$ cat src/rtl/seg_pkg.sv
// seg_pkg: shared constants for the seven-segment display driver.
//   HEX_SEG     : nibble -> active-low {g,f,e,d,c,b,a} segment code
//   AN_OFF      : all anodes off (active-low)
//   SEG_OFF     : all segments off (active-low)
//   CTRL_*_LSB  : field offsets inside the 16-bit control word
//   top_nib()   : index of the most significant non-zero nibble (0 if none)
package seg_pkg;

  localparam logic [7:0] AN_OFF  = 8'hFF;
  localparam logic [6:0] SEG_OFF = 7'h7F;

  localparam int CTRL_W      = 16;
  localparam int CTRL_EN_LSB = 0;   // ctrl[7:0]  digit enable
  localparam int CTRL_DP_LSB = 8;   // ctrl[15:8] decimal point on

  // Entry n is the code for hex digit n (entry 15 is the leftmost element).
  localparam logic [15:0][6:0] HEX_SEG = {
    7'h0E, 7'h06, 7'h21, 7'h46, 7'h03, 7'h08, 7'h10, 7'h00,
    7'h78, 7'h02, 7'h12, 7'h19, 7'h30, 7'h24, 7'h79, 7'h40
  };

  // Digit 0 is returned for an all-zero value so it is never blanked.
  function automatic logic [2:0] top_nib(input logic [31:0] v);
    logic [2:0] r;
    r = 3'd0;
    for (int i = 1; i < 8; i++)
      if (v[4*i +: 4] != 4'h0) r = 3'(i);
    return r;
  endfunction

endpackage

$ cat src/rtl/seg_display_scan_timer.sv
// seg_scan_timer: per-digit prescaler and digit index counter.
//   clk, rst : clock, synchronous active-high reset
//   tick_o   : high in the last cycle of each digit slot (cnt == DIV-1)
//   idx_o    : digit currently being scanned, 0..7, advances on tick
module seg_scan_timer #(
  parameter int DIV = 25000
) (
  input  logic       clk,
  input  logic       rst,
  output logic       tick_o,
  output logic [2:0] idx_o
);

  localparam int CW = (DIV > 1) ? $clog2(DIV) : 1;

  logic [CW-1:0] cnt_q, cnt_d;
  logic [2:0]    idx_q, idx_d;

  assign tick_o = (cnt_q == CW'(DIV - 1));
  assign idx_o  = idx_q;

  always_comb begin
    cnt_d = cnt_q + CW'(1);
    idx_d = idx_q;
    if (tick_o) begin
      cnt_d = '0;
      idx_d = idx_q + 3'd1;   // natural 7 -> 0 wrap
    end
  end

  always_ff @(posedge clk) begin
    if (rst) begin
      cnt_q <= '0;
      idx_q <= '0;
    end else begin
      cnt_q <= cnt_d;
      idx_q <= idx_d;
    end
  end

endmodule

$ cat src/rtl/seg_display.sv
// seg_display: bus-writable eight-digit multiplexed seven-segment driver.
//   clk, rst  : clock, synchronous active-high reset
//   busaddr   : bus address; value reg at ADDR, control reg at ADDR+4
//   buswdata  : bus write data
//   buswe     : single-cycle write strobe
//   busdata   : combinational readback (0 for unmapped addresses)
//   an        : digit anodes, active-low, bit i = digit i (0 rightmost)
//   seg       : segments {g,f,e,d,c,b,a}, active-low
//   dp        : decimal point, active-low
// The written value sits in a shadow register and is copied to the
// displayed register only as digit 7 ends, so a frame never mixes values.
// Control writes act immediately.
// Build option SEG_LZB_EN: blank digits above the most significant
// non-zero nibble (digit 0 always shown).
module seg_display
  import seg_pkg::*;
#(
  parameter int          CLKRATE = 25000000,
  parameter int          SCANHZ  = 1000,
  parameter logic [31:0] ADDR    = 32'd411704
) (
  input  logic        clk,
  input  logic        rst,
  input  logic [31:0] busaddr,
  input  logic [31:0] buswdata,
  input  logic        buswe,
  output logic [31:0] busdata,
  output logic [7:0]  an,
  output logic [6:0]  seg,
  output logic        dp
);

  localparam int DIV = CLKRATE / SCANHZ;

  logic              tick;
  logic [2:0]        idx;
  logic              sel_val, sel_ctl;
  logic [31:0]       shadow_q, shadow_d;
  logic [31:0]       disp_q, disp_d;
  logic [CTRL_W-1:0] ctrl_q, ctrl_d;
  logic [7:0]        an_q, an_d;
  logic [6:0]        seg_q, seg_d;
  logic              dp_q, dp_d;
  logic [3:0]        nib;
  logic [7:0]        en, dpon;
  logic              lit;

  seg_scan_timer #(.DIV(DIV)) u_timer (
    .clk    (clk),
    .rst    (rst),
    .tick_o (tick),
    .idx_o  (idx)
  );

  assign sel_val = (busaddr == ADDR);
  assign sel_ctl = (busaddr == ADDR + 32'd4);

  always_comb begin
    busdata = 32'h0;
    if (sel_val)      busdata = shadow_q;
    else if (sel_ctl) busdata = {{(32-CTRL_W){1'b0}}, ctrl_q};
  end

  // disp samples shadow_q (pre-write), so a write landing on the load
  // cycle is deferred to the next frame.
  always_comb begin
    shadow_d = shadow_q;
    ctrl_d   = ctrl_q;
    disp_d   = disp_q;
    if (buswe && sel_val) shadow_d = buswdata;
    if (buswe && sel_ctl) ctrl_d   = buswdata[CTRL_W-1:0];
    if (tick && idx == 3'd7) disp_d = shadow_q;
  end

  always_comb begin
    an_d  = AN_OFF;
    seg_d = SEG_OFF;
    dp_d  = 1'b1;
    en    = ctrl_q[CTRL_EN_LSB +: 8];
    dpon  = ctrl_q[CTRL_DP_LSB +: 8];
    nib   = disp_q[{idx, 2'b00} +: 4];
    lit   = en[idx];
`ifdef SEG_LZB_EN
    if (idx > top_nib(disp_q)) lit = 1'b0;
`endif
    if (lit) begin
      an_d  = ~(8'h01 << idx);
      seg_d = HEX_SEG[nib];
      dp_d  = ~dpon[idx];
    end
  end

  always_ff @(posedge clk) begin
    if (rst) begin
      shadow_q <= 32'h0;
      disp_q   <= 32'h0;
      ctrl_q   <= 16'h00FF;
      an_q     <= AN_OFF;
      seg_q    <= SEG_OFF;
      dp_q     <= 1'b1;
    end else begin
      shadow_q <= shadow_d;
      disp_q   <= disp_d;
      ctrl_q   <= ctrl_d;
      an_q     <= an_d;
      seg_q    <= seg_d;
      dp_q     <= dp_d;
    end
  end

  assign an  = an_q;
  assign seg = seg_q;
  assign dp  = dp_q;

endmodule

$ cat config.mk
export PLATFORM = sky130hd
export DESIGN_NAME = seg_display
export DESIGN_NICKNAME = d
export VERILOG_FILES = /design/src/rtl/seg_pkg.sv /design/src/rtl/seg_display_scan_timer.sv /design/src/rtl/seg_display.sv
export SDC_FILE = /design/constraint.sdc
export NUM_CORES = 1
export LEC_CHECK = 0
export CAP_MARGIN = 40
export CORE_MARGIN = 4
export CORE_UTILIZATION = 60
export CTS_CLUSTER_DIAMETER = 150
export CTS_CLUSTER_SIZE = 10
export DETAILED_ROUTE_END_ITERATION = 8
export DONT_BUFFER_PORTS = 1
export PLACE_DENSITY = 0.84
export SYNTH_ARGS = -nofsm -noshare
export SYNTH_HDL_FRONTEND = slang
export SYNTH_SLANG_ARGS = --single-unit
$ cat constraint.sdc
create_clock -name clk -period 3.3 [get_ports clk]
set_clock_uncertainty 0.1 [all_clocks]
set_input_delay 0.66 -clock clk [delete_from_list [all_inputs] [get_ports clk]]
set_output_delay 0.66 -clock clk [all_outputs]
set_load 0.02 [all_outputs]
Yosys cells after proc, flatten, opt, wreduce, memory -nomap -nowiden:

Memory sizes are Yosys's and may differ from the RTL's. A register that Yosys moved wholly into a read port is not among the register bits.
Index checks and enable logic that the tools add are counted.

* bits in registers: 107
* bits in latches: 0
* bits in writable memories: 0
* bits in read-only memories: 112
* input port bits: 67
* logic and storage cells: 31
* memories kept: 1

* add/subtract/negate cells: 2
* multipliers: 0
* div/mod/pow operators: 0
* magnitude comparators: 1
* equality and inequality tests: 4
* shifts and indexed selects: 2
* multiplexer cells: 6
* bitwise gates (word level): 3
* reductions and logical operators: 5

Memory list
* (no name shown): words 16, bits a word 7, rd ports 1, clocked after memory_dff 1, wr ports 0, RTL line seg_display.sv:88 `seg_d = HEX_SEG[nib];`

Operator list (number)
* 32-bit by 19-bit == test with 1-bit output (second input constant): 2
* 32-bit 2-to-1 mux: 1
* 32-bit by 6-bit variable part select with 4-bit output: 1
* 16-bit 2-to-1 mux: 1
* 15-bit by 1-bit adder with 15-bit output (second input constant): 1
* 15-bit == test (second input constant): 1
* 8-bit inverter: 1
* 1-bit by 3-bit left shift with 8-bit output (first input constant): 1
* 1-bit binary-select mux with 3-bit select: 2
* 3-bit by 4-bit < comparator with 1-bit output (second input constant): 1
* 2-bit OR reduction: 2
* 3-bit by 1-bit adder with 3-bit output (second input constant): 1
* 3-bit == test (second input constant): 1
* 1-bit logical AND: 3
* 1-bit 2-to-1 mux: 2
* 1-bit inverter: 2

Depth between registers and ports, before layout:

* word-level depth: 4
* depth in mapped cells: 10
* gate-level depth less buffers: 9

By module:

Synthesis repeated with hierarchy kept, for this count alone.

* cell total of the unflattened synthesis: 561
* area total of the unflattened synthesis: 4984.8 um^2

By module, submodules not included
* seg_display: times used 1, cells each 473, area an instance 4196.5 um^2, sequential area each 1921.8 um^2
* seg_scan_timer: times used 1, cells each 88, area an instance 788.3 um^2, sequential area each 360.3 um^2

Worst setup path after synthesis:

OpenSTA, ideal clock, no wires.

* path kind: input port to output port
* start point: input port busaddr[27]
* end point: output port busdata[12]
* data arrival time: 2.032 ns
* data required time: 2.540 ns
* setup slack: 0.508 ns
* stages: 5
* path buffers: 1
* cells stage by stage: nor4_1 nand4_2 nor3_2 clkbuf_1 a22o_1

* word-level cells in the longest chain between the ends: 3
* elaborated cells between the ends (all ways): 4
* those cells by class: 2 x eq/ne; 2 x mux

Ends and longest elaborated chain
* start: declaration: RTL line seg_display.sv:24 `input logic [31:0] busaddr,`
* 32-bit by 19-bit == test with 1-bit output: RTL line seg_display.sv:56 `assign sel_ctl = (busaddr == ADDR + 32'd4);`
* 16-bit 2-to-1 mux: RTL line seg_display.sv:61 `else if (sel_ctl) busdata = {{(32-CTRL_W){1'b0}}, ctrl_q};`
* 32-bit 2-to-1 mux *: RTL line seg_display.sv:60 `if (sel_val) busdata = shadow_q;`
* end: declaration: RTL line seg_display.sv:27 `output logic [31:0] busdata,`

Every way passes the cells marked *; elsewhere a longest branch is shown, timed or not.

Worst setup path in the final report:

* start point: input port busaddr[31]
* end point: output port busdata[5]

The elaborated chain is that of the path after synthesis.

==> flow_metrics.tcl <==
set metrics [dict create \
    synth_seq_area_share 0.447 \
    synthArstFlopShare 0 \
    synth.distinct_cells 47 \
    insertion_delay_ns 0.51 \
    power_leakage_nw 2.03 \
    io_buffers 0 \
    hold_buffers 0 \
    maxCapViolCount 0 \
    drtIter0Drc 237 \
    cts-buffers-inserted 17 \
    end_kind "output port" \
    met2_usage 0.434 \
    syn_nets 608 \
    timing.final.crit_share 0.895 \
    syn_area_um2 5110 \
    drive_gt1_frac 0.126 \
    cts_setup_buffers 0 \
    syn_area_per_cell_um2 9.65 \
    vias_per_cell 6.00 \
    die-width_um 100 \
    grtUsageMet3 0.0660 \
    maxSlewHeadroom 0.566 \
    tightest_slew_ns 0.650 \
    rsz0062_at_grt "false" \
    synth_flop_cell "dfxtp_1" \
    grt_pass1_vias 4051 \
    synth.area.top_cells "dfxtp_1 45%, mux2i_1 8.6%, nand2_1 6.2%" \
    power_frac_comb 0.008 \
    irDropWorstVdd_mv 0.386 \
    fmax_mhz 339 \
    worstPathMaxFanout 11 \
    io_pins 115 \
    postPlaceCellArea_um2 5180 \
    fin_nets 606 \
    h-tree-depth 4 \
    internal_power_mw 2.65 \
    critPathArrivalTime_ns 2.19 \
    reg2reg_from "u_timer.idx_o[0]$_SDFFE_PP0P_" \
    synth_largest_area_cell "dfxtp_1" \
    drc 0 \
    die_h_um 100 \
    swShare 0.190 \
    tns_ns 0 \
    power.density_nw_per_um2 567 \
    switching_power_uw 624 \
    vias 3864 \
    final_area_um2 5780 \
    drt-total-wl_um 12000 \
    outcome "completed" \
    cts_tree "yes" \
    grt_max_degree 89 \
    num_antenna_cells 0 \
    period_needed_ns 2.95 \
    core_area_um2 8260 \
    finalSetupViolCount 0 \
    cp_data_required_time_ns 2.54 \
    antenna_found_initial 0 \
    synth_edf_count 0 \
    clkTransAtPathRegs_ns 0.05 \
    synth_common_cells "114 x dfxtp_1, 85 x nand2_1, 65 x nor2_1" \
    startpoint_type "input port" \
    synth.top_cell.area_share 0.447 \
    finalHoldViolCount 0 \
    met1_usage 0.276 \
    cts.sinks 114 \
    critPathLaunch "busaddr[31]" \
    track_usage 0.249 \
    cts_resized 0 \
    wl_per_cell_um 18.6 \
    hold_path_class "input port to register" \
    cts_max_path_buffers 2 \
    rows 33 \
    syn_inst 529 \
    dp_hpwl_um 8120 \
    area_growth_pct 13.3 \
    ant_nets 0 \
    firstDrtPassIters 5 \
    slew_violations 0 \
    critical_path_class "input port to output port" \
    pwr-share-seq 0.426 \
    grt_overflow 0 \
    die-area_um2 10100 \
    top_usage_layer "met2" \
    initial_core_util 0.618 \
    grt_pass1_wl_um 19500 \
    holdCritStartpoint "rst" \
    cts_root_buffer "clkbuf_8" \
    yosysWarningCount 0 \
    synthMostInstantiatedCell "dfxtp_1" \
    power.share.clock 0.567 \
    place_congestion 0.831 \
    synth_seq_cells 114 \
]
[kinds of logic (layout without fill, tap and decap cells)]
kind of cell	Yosys count	in the layout	synth area share
and+or+nand+nor	216	216	0.219
adders and majority gates	12	12	0.0294
DFF	114	114	0.447
xor gates and xnor gates	13	13	0.0223
AOI/OAI and AO/OA	72	72	0.0926
muxes	59	59	0.149
buffers and inverters	43	53	0.0414
[registers in the layout (all words and copies together) (netlist names)]
signal         cells
u_timer.idx_o      3
disp_q            32
seg                7
an                 8
shadow_q          32
u_timer.cnt_q     15
ctrl_q            16
dp                 1
[power by group through the flow]
stage	Sequential [mW]	Clock (mW)	Combinational, mW
after global routing	1.40	1.95	0.0276
after global placement	1.42	0	0.0238
final	1.40	1.86	0.0250
after detailed placement	1.42	0	0.0250
after CTS	1.40	1.88	0.0253
after floorplan	1.42	0	0.0356
[through the flow]
stage          power (mW)   util  hold WS, ns  setup slack, ns  std cells
4_1_cts              3.30  0.700       0.0960            0.362        644
2_1_floorplan        1.46      -        0.318            0.508        529
3_5_place_dp         1.45  0.627        0.340            0.356        613
6_report             3.28  0.700        0.125            0.346        644
3_3_place_gp         1.45  0.627        0.329            0.404        613
5_1_grt              3.38  0.700       0.0984            0.279        644
[layout make-up]
type                       instances  area, um2
clock buffer                      21        449
clock inverter                    10        158
fill                             593       2470
inverter                          13       48.8
multi-input combinational        372       2620
sequential                       114       2280
tap                              105        131
timing repair buffer               9       92.6
[layout by cell type, fill, tap and decap left out, types with 4 or more instances in the layout]
cell / instances
a21oi_1: 37
inv_1: 12
mux4_2: 11
nor2_1: 64
nand3_1: 7
nor3_1: 5
buf_4: 7
and2_1: 25
a211o_1: 8
nor4b_4: 4
xnor2_1: 10
mux2i_1: 44
dfxtp_1: 114
clkbuf_16: 16
bufinv_16: 4
nand2_1: 85
a22o_1: 16
ha_1: 12
[per-layer routing]
layer,up-vias,wire length [um]
li1,1819,-
met1,1870,4620
met2,149,6390
met3,26,689
met4,0,298
met5,-,0
[final timing paths]
path | to | slack [ns] | depth (start not counted)
worst max-delay path | busdata[5] | 0.35 | 5
worst max register to register | seg[5]$_SDFF_PP1_ | 0.61 | 7
worst min register to register | disp_q[14]$_SDFFE_PP0P_ | 0.35 | 2
worst min-delay path | ctrl_q[8]$_SDFFE_PP0P_ | 0.12 | 1
[critical path, cell delays in order]
cell and delay, ns:
nor4bb_1 0.33, nand4_2 0.31, nor3_4 0.41, buf_12 0.20, a22o_1 0.28
Power figures use the tool's default switching activity.
